`src/rtl/cpu6502_pkg.sv`:
```
// Shared 6502 core definitions: interrupt source encoding and the opcodes
// that the pre-decode stage treats specially.
package cpu6502_pkg;

  typedef enum logic [1:0] {
    INT_NONE = 2'b00,
    INT_IRQ  = 2'b01,
    INT_NMI  = 2'b10,
    INT_RST  = 2'b11
  } int_type_t;

  localparam logic [7:0] OPC_BRK = 8'h00;
  localparam logic [7:0] OPC_PHP = 8'h08;
  localparam logic [7:0] OPC_PLP = 8'h28;
  localparam logic [7:0] OPC_PHA = 8'h48;
  localparam logic [7:0] OPC_PLA = 8'h68;

endpackage

```
`src/rtl/predecode_unit_if.sv`:
```
// Bus between the pre-decode stage and its neighbours: memory data,
// controller handshake, interrupt pins and the pre-decode results.
interface predecode_unit_if;
  logic       rdy;
  logic [7:0] DB;
  logic       sync;
  logic       nmi_n;
  logic       irq_n;
  logic       I_flag;
  logic       int_ack;
  logic [7:0] PD;
  logic       pd_implied;
  logic       pd_two_cycle;
  logic       int_active;
  logic [1:0] int_type;

  modport master (
    output rdy, DB, sync, nmi_n, irq_n, I_flag, int_ack,
    input  PD, pd_implied, pd_two_cycle, int_active, int_type
  );

  modport slave (
    input  rdy, DB, sync, nmi_n, irq_n, I_flag, int_ack,
    output PD, pd_implied, pd_two_cycle, int_active, int_type
  );
endinterface

```
`src/rtl/int_arbiter.sv`:
```
// Interrupt source tracking: NMI falling-edge capture, RESET/NMI pending
// flags and fixed-priority selection of the source to inject.
module int_arbiter
  import cpu6502_pkg::*;
(
  input  logic      i_clk_ph1,
  input  logic      i_rst,
  input  logic      i_rdy,
  input  logic      i_nmi_n,
  input  logic      i_irq_n,
  input  logic      i_i_flag,
  input  logic      i_int_ack,
  input  int_type_t i_int_type,
  output int_type_t o_int_sel,
  output logic      o_pending
);

  logic r_nmi_prev;
  logic r_nmi_pending;
  logic r_rst_pending;
  logic w_nmi_edge;
  logic w_irq_req;
  logic w_ack;

  assign w_nmi_edge = r_nmi_prev & ~i_nmi_n;
  assign w_irq_req  = ~i_irq_n & ~i_i_flag;
  assign w_ack      = i_rdy & i_int_ack;

  // Edge capture runs even while stalled so a short NMI pulse is never lost.
  always_ff @(posedge i_clk_ph1) begin
    if (!i_rst) begin
      r_nmi_prev    <= 1'b1;
      r_nmi_pending <= 1'b0;
      r_rst_pending <= 1'b1;
    end else begin
      r_nmi_prev <= i_nmi_n;
      if (w_nmi_edge)
        r_nmi_pending <= 1'b1;
      else if (w_ack && i_int_type == INT_NMI)
        r_nmi_pending <= 1'b0;
      if (w_ack && i_int_type == INT_RST)
        r_rst_pending <= 1'b0;
    end
  end

  always_comb begin
    o_int_sel = INT_NONE;
    if (r_rst_pending)
      o_int_sel = INT_RST;
    else if (r_nmi_pending)
      o_int_sel = INT_NMI;
    else if (w_irq_req)
      o_int_sel = INT_IRQ;
  end

  assign o_pending = (o_int_sel != INT_NONE);

endmodule

```
`src/rtl/predecode_unit.sv`:
```
// Opcode pre-decode stage: latches the bus byte into PD, substitutes BRK at
// opcode fetch when an interrupt is pending, and flags implied opcodes.
module predecode_unit
  import cpu6502_pkg::*;
#(
  parameter logic [7:0] BRK_OPCODE = OPC_BRK
) (
  input  logic             clk_ph1,
  input  logic             rst,
  predecode_unit_if.slave  bus
);

  logic [7:0] r_pd;
  logic       r_int_active;
  int_type_t  r_int_type;
  int_type_t  w_int_sel;
  logic       w_pending;
  logic       w_implied;
  logic       w_stack_op;

  int_arbiter u_int_arbiter (
    .i_clk_ph1  (clk_ph1),
    .i_rst      (rst),
    .i_rdy      (bus.rdy),
    .i_nmi_n    (bus.nmi_n),
    .i_irq_n    (bus.irq_n),
    .i_i_flag   (bus.I_flag),
    .i_int_ack  (bus.int_ack),
    .i_int_type (r_int_type),
    .o_int_sel  (w_int_sel),
    .o_pending  (w_pending)
  );

  always_ff @(posedge clk_ph1) begin
    if (!rst) begin
      r_pd         <= 8'h00;
      r_int_active <= 1'b0;
      r_int_type   <= INT_NONE;
    end else if (bus.rdy) begin
      if (bus.sync && w_pending) begin
        r_pd         <= BRK_OPCODE;
        r_int_active <= 1'b1;
        r_int_type   <= w_int_sel;
      end else begin
        r_pd <= bus.DB;
        if (bus.sync) begin
          r_int_active <= 1'b0;
          r_int_type   <= INT_NONE;
        end
      end
    end
  end

  // Single-byte opcodes: column 8, the accumulator/transfer column A in the
  // low half of each row pair, plus TXS and TSX.
  assign w_implied  = (r_pd[3:0] == 4'h8)
                    | ((r_pd[3:0] == 4'hA) & ~r_pd[4])
                    | (r_pd == 8'h9A)
                    | (r_pd == 8'hBA);
  assign w_stack_op = (r_pd == OPC_PHP) | (r_pd == OPC_PLP)
                    | (r_pd == OPC_PHA) | (r_pd == OPC_PLA);

  assign bus.PD           = r_pd;
  assign bus.pd_implied   = w_implied;
  assign bus.pd_two_cycle = w_implied & ~w_stack_op;
  assign bus.int_active   = r_int_active;
  assign bus.int_type     = r_int_type;

endmodule

```
`src/flat_wrapper.sv`:
```
// flat-port wrapper written by rule: the top's interface ports become plain ports
module predecode_unit_flat import cpu6502_pkg::*;
#(
  parameter logic [7:0] BRK_OPCODE = OPC_BRK
)
  (clk_ph1, rst, bus_rdy, bus_DB, bus_sync, bus_nmi_n, bus_irq_n, bus_I_flag, bus_int_ack, bus_PD, bus_pd_implied, bus_pd_two_cycle, bus_int_active, bus_int_type);
  predecode_unit_if bus_i ();
  input  logic clk_ph1;
  input  logic rst;
  input wire logic [$bits(bus_i.rdy)-1:0] bus_rdy;
  input wire logic [$bits(bus_i.DB)-1:0] bus_DB;
  input wire logic [$bits(bus_i.sync)-1:0] bus_sync;
  input wire logic [$bits(bus_i.nmi_n)-1:0] bus_nmi_n;
  input wire logic [$bits(bus_i.irq_n)-1:0] bus_irq_n;
  input wire logic [$bits(bus_i.I_flag)-1:0] bus_I_flag;
  input wire logic [$bits(bus_i.int_ack)-1:0] bus_int_ack;
  output wire logic [$bits(bus_i.PD)-1:0] bus_PD;
  output wire logic [$bits(bus_i.pd_implied)-1:0] bus_pd_implied;
  output wire logic [$bits(bus_i.pd_two_cycle)-1:0] bus_pd_two_cycle;
  output wire logic [$bits(bus_i.int_active)-1:0] bus_int_active;
  output wire logic [$bits(bus_i.int_type)-1:0] bus_int_type;
  assign bus_i.rdy = bus_rdy;
  assign bus_i.DB = bus_DB;
  assign bus_i.sync = bus_sync;
  assign bus_i.nmi_n = bus_nmi_n;
  assign bus_i.irq_n = bus_irq_n;
  assign bus_i.I_flag = bus_I_flag;
  assign bus_i.int_ack = bus_int_ack;
  assign bus_PD = bus_i.PD;
  assign bus_pd_implied = bus_i.pd_implied;
  assign bus_pd_two_cycle = bus_i.pd_two_cycle;
  assign bus_int_active = bus_i.int_active;
  assign bus_int_type = bus_i.int_type;
  predecode_unit #(.BRK_OPCODE(BRK_OPCODE)) u_core (.clk_ph1(clk_ph1), .rst(rst), .bus(bus_i));
endmodule
```
`config.mk`:
```
export PLATFORM = sky130hd
export DESIGN_NAME = predecode_unit_flat
export DESIGN_NICKNAME = d
export VERILOG_FILES = /design/src/rtl/cpu6502_pkg.sv /design/src/rtl/predecode_unit_if.sv /design/src/rtl/int_arbiter.sv /design/src/rtl/predecode_unit.sv /design/src/flat_wrapper.sv
export SDC_FILE = /design/constraint.sdc
export NUM_CORES = 1
export LEC_CHECK = 0
export ABC_AREA = 1
export CAP_MARGIN = 20
export CORE_ASPECT_RATIO = 1.25
export CORE_UTILIZATION = 43
export CTS_BUF_LIST = sky130_fd_sc_hd__clkbuf_8
export DETAILED_ROUTE_END_ITERATION = 8
export GPL_TIMING_DRIVEN = 0
export MAX_ROUTING_LAYER = met4
export PLACE_DENSITY_LB_ADDON = 0.3
export SETUP_SLACK_MARGIN = 0.02
export SYNTH_ARGS = -nofsm -noshare
export SYNTH_HDL_FRONTEND = slang
export SYNTH_SLANG_ARGS = --single-unit
```
`constraint.sdc`:
```
create_clock -name clk_ph1 -period 1 [get_ports clk_ph1]
set_input_delay 0.2 -clock clk_ph1 [delete_from_list [all_inputs] [get_ports clk_ph1]]
set_output_delay 0.2 -clock clk_ph1 [all_outputs]
set_load 0.005 [all_outputs]
```
==> results by group <==
Run status
  – Status: complete, but fails checks
  – Failing checks: negative setup slack

Detailed routing
  – Via count: 784
  – Number of DRC markers in iteration 0: 9
  – Residual DRC: 0
  – M1 wire length: 692 um
  – Routed wire length: 1.85 mm
  – WL met3: 81 um
  – Metal2 WL: 1.05 mm
  – Top sig layer: met4
  – Wirelength per Cell: 11.2 um
  – Vias per cell: 4.75
  – Drt first pass iters: 4
  – Final ANT Viol Nets: 0

Global route
  – Largest net degree at the start of global routing: 11
  – Grt ovf: 0
  – Initial antenna violation count: 0
  – Vias in the first global route: 696
  – Gr usage total: 0.231
  – First-pass GRT wire length: 2.76 mm

Finish
  – Layout cell share with drive strength beyond 1: 0.385
  – Antenna diode count: 0
  – Fin cells: 165
  – P&R area growth vs syn: 60.1%
  – Final net count: 166

Placed design
  – Gp weighted congestion: 0.734
  – Pre-CTS setup slack: -0.397 ns
  – Detailed placer's ending HPWL: 1.09 mm
  – DP Cell Count: 149
  – IO buf count: 28

Logic synthesis
  – Yosys reg bits: 14
  – Synth warn: 0
  – Average size of a mapped cell: 6.75 sq um
  – Seq/Total Area, Yosys: 0.399
  – Area of the mapped netlist: 702 sq um
  – Netlist cell types: 19
  – Synthesized instance count: 104
  – Syn Nets: 120

Critical path
  – Crit path required time: 0.80 ns
  – Worst reg2reg path depth: 3
  – Critical Path Sink Type: output port
  – Crit path from: u_core.bus.PD[0]
  – Crit path max fanout: 3
  – Crit path kind: reg -> out
  – R2r startpoint: u_core.u_int_arbiter.r_nmi_pending
  – Reg2reg end: u_core.bus.PD[3]
  – R2r setup slk: 0.07 ns
  – Critical Path End: bus_pd_two_cycle
  – Critical Path Source Type: flip-flop
  – Crit path arrival time: 1.17 ns

Floorplanning
  – Chip height: 47.2 um
  – Core area: 1450 sq um
  – Die Wd: 38.1 um
  – FP Rows: 15
  – Die area: 1800 sq um
  – Initial core utilization: 0.486
  – IO Count: 29

Timing
  – Relative slew slack: 0.815
  – Final Max Slew Viols: 0
  – Worst slew pin tran: 0.277 ns
  – Setup_tns: -0.551 ns
  – Setup Skew: 0.00100 ns
  – Min Tclk post-route: 1.37 ns
  – Final period utilization: 1.37
  – Setup violators final: 2
  – Fmax: 732 MHz
  – Worst setup margin: -0.366 ns
  – RSZ-0062 raised after global routing: true
  – Final Hold Vio Count: 0

Power and ir drop
  – P_sw: 0.000352 W
  – Clock power frac: 0.326
  – P_int: 0.00104 W
  – VDD IR max: 0.00101 V
  – Sw Share: 0.253
  – Combinational Power Share: 0.224
  – Sequential power share: 0.450
  – Cell Pwr Density: 1240 nW/um^2
  – Pleak: 0.599 nW
  – Tot Pwr: 0.00139 W

Clock tree
  – CTS tree: yes
  – H-tree Lvls: 1
  – CTS Sinks: 14
  – TritonCTS Buffers: 3
  – Skew-Pair Late Insertion Delay: 0.24 ns
  – Max clock buf depth: 2
  – Clock Tree Root: clkbuf_8
  – Clock transition at the registers of the reported paths: 0.05 ns

Worst hold path
  – Hold Crit Start: u_core.u_int_arbiter.r_nmi_prev
  – Class of the worst hold path: reg -> reg

Flow run
  – Maxcap violations: 0
[what timing repair did]
action                     CTS  global route
setup endpoints to repair   25            19
resized for setup           61            11
hold buffers                 0             0
pin swaps                    6             4
buffers inserted            11             2
[registers in the layout, indices dropped and copies added, names as in the netlist]
signal / cells
u_core.u_int_arbiter.r_rst_pending: 1
u_core.bus.int_type: 2
u_core.u_int_arbiter.r_nmi_pending: 1
u_core.bus.PD: 8
u_core.bus.int_active: 1
u_core.u_int_arbiter.r_nmi_prev: 1
[worst min-delay path by stage]
stage | to | cells after the start
final | u_core.u_int_arbiter.r_nmi_pending | 2
after global routing | u_core.bus.PD[0] | 3
after global placement | u_core.u_int_arbiter.r_nmi_pending | 2
after detailed placement | u_core.u_int_arbiter.r_nmi_pending | 2
after CTS | u_core.bus.PD[0] | 3
after floorplan | u_core.u_int_arbiter.r_nmi_prev | 2
[logic make-up (layout without fill, tap and decap cells)]
logic type             Yosys count  count (layout)  share of synthesized area
AO/OA/AOI/OAI                    6               6                     0.0660
buffers and inverters           28              72                      0.173
flip-flops                      14              14                      0.399
AND/OR/NAND/NOR                 56              56                      0.362
[placed cells by master (no fill, tap or decap)]
cell             count
nand2_1             24
inv_1               21
nor2_1              11
buf_4               11
clkdlybuf4s50_1     11
dfxtp_2             11
nand3_1              9
buf_6                7
clkbuf_2             6
nand2_2              5
inv_2                4
dlygate4sd2_1        4
buf_2                4
clkbuf_8             3
dfxtp_1              3
nor3_1               2
nand3_2              2
o21ai_1              2
nor3_2               1
inv_6                1
a21oi_4              1
nor2_2               1
nand3b_1             1
a21oi_1              1
o21bai_1             1
a21boi_1             1
[per-stage QoR]
step | instance area, sq um | hold slack (ns) | util
finish | 1120 | 0.444 | 0.777
global placement | 1000 | 0.444 | 0.694
detailed placement | 1000 | 0.450 | 0.694
floorplan | 702 | 0.297 | -
global route | 1120 | 0.486 | 0.777
CTS | 1130 | 0.452 | 0.785
[power groups by stage]
stage                     registers (W)  logic, W  clock network (W)
final                          0.000627  0.000312           0.000455
after global placement         0.000632  0.000266                  0
after CTS                      0.000624  0.000304           0.000461
after detailed placement       0.000634  0.000272                  0
after global routing           0.000631  0.000341           0.000485
after floorplan                0.000633  0.000123                  0
[cells in the mapped netlist]
master	n	area, sq um
nand2_1	25	93.8
inv_1	24	90.1
dfxtp_1	14	280
nor2_1	11	41.3
nand3_1	9	45.0
nand2_2	4	25.0
nor3_1	3	15.0
nand3_2	2	20.0
o21ai_1	2	10.0
a21boi_1	1	7.51
a21oi_1	1	5.00
a21oi_4	1	16.3
buf_4	1	7.51
buf_6	1	11.3
inv_2	1	3.75
inv_6	1	8.76
nand3b_1	1	7.51
nor2_2	1	6.26
o21bai_1	1	7.51
[critical path, cell delays in order (launching register included)]
cell and delay [ns]:
dfxtp_2 0.33, nor3_2 0.17, nand2_1 0.09, buf_4 0.13, nor2_1 0.08, buf_2 0.12
[layer usage]
metal  global-route usage  vias to the layer above
met2                0.417                       23
met4                0.129                        0
met1                0.238                      357
met3               0.0284                        4
li1                     -                      400
met5                    -                        -
[cell type report]
| class | instances | area, sq um |
|---|---|---|
| multi-input combinational | 62 | 308 |
| clock buffer | 3 | 41.3 |
| fill | 112 | 322 |
| timing repair buffer | 41 | 338 |
| inverter | 26 | 103 |
| sequential | 14 | 294 |
| buffer | 2 | 18.8 |
| tap | 17 | 21.3 |
(Power assumes the default switching activity.)
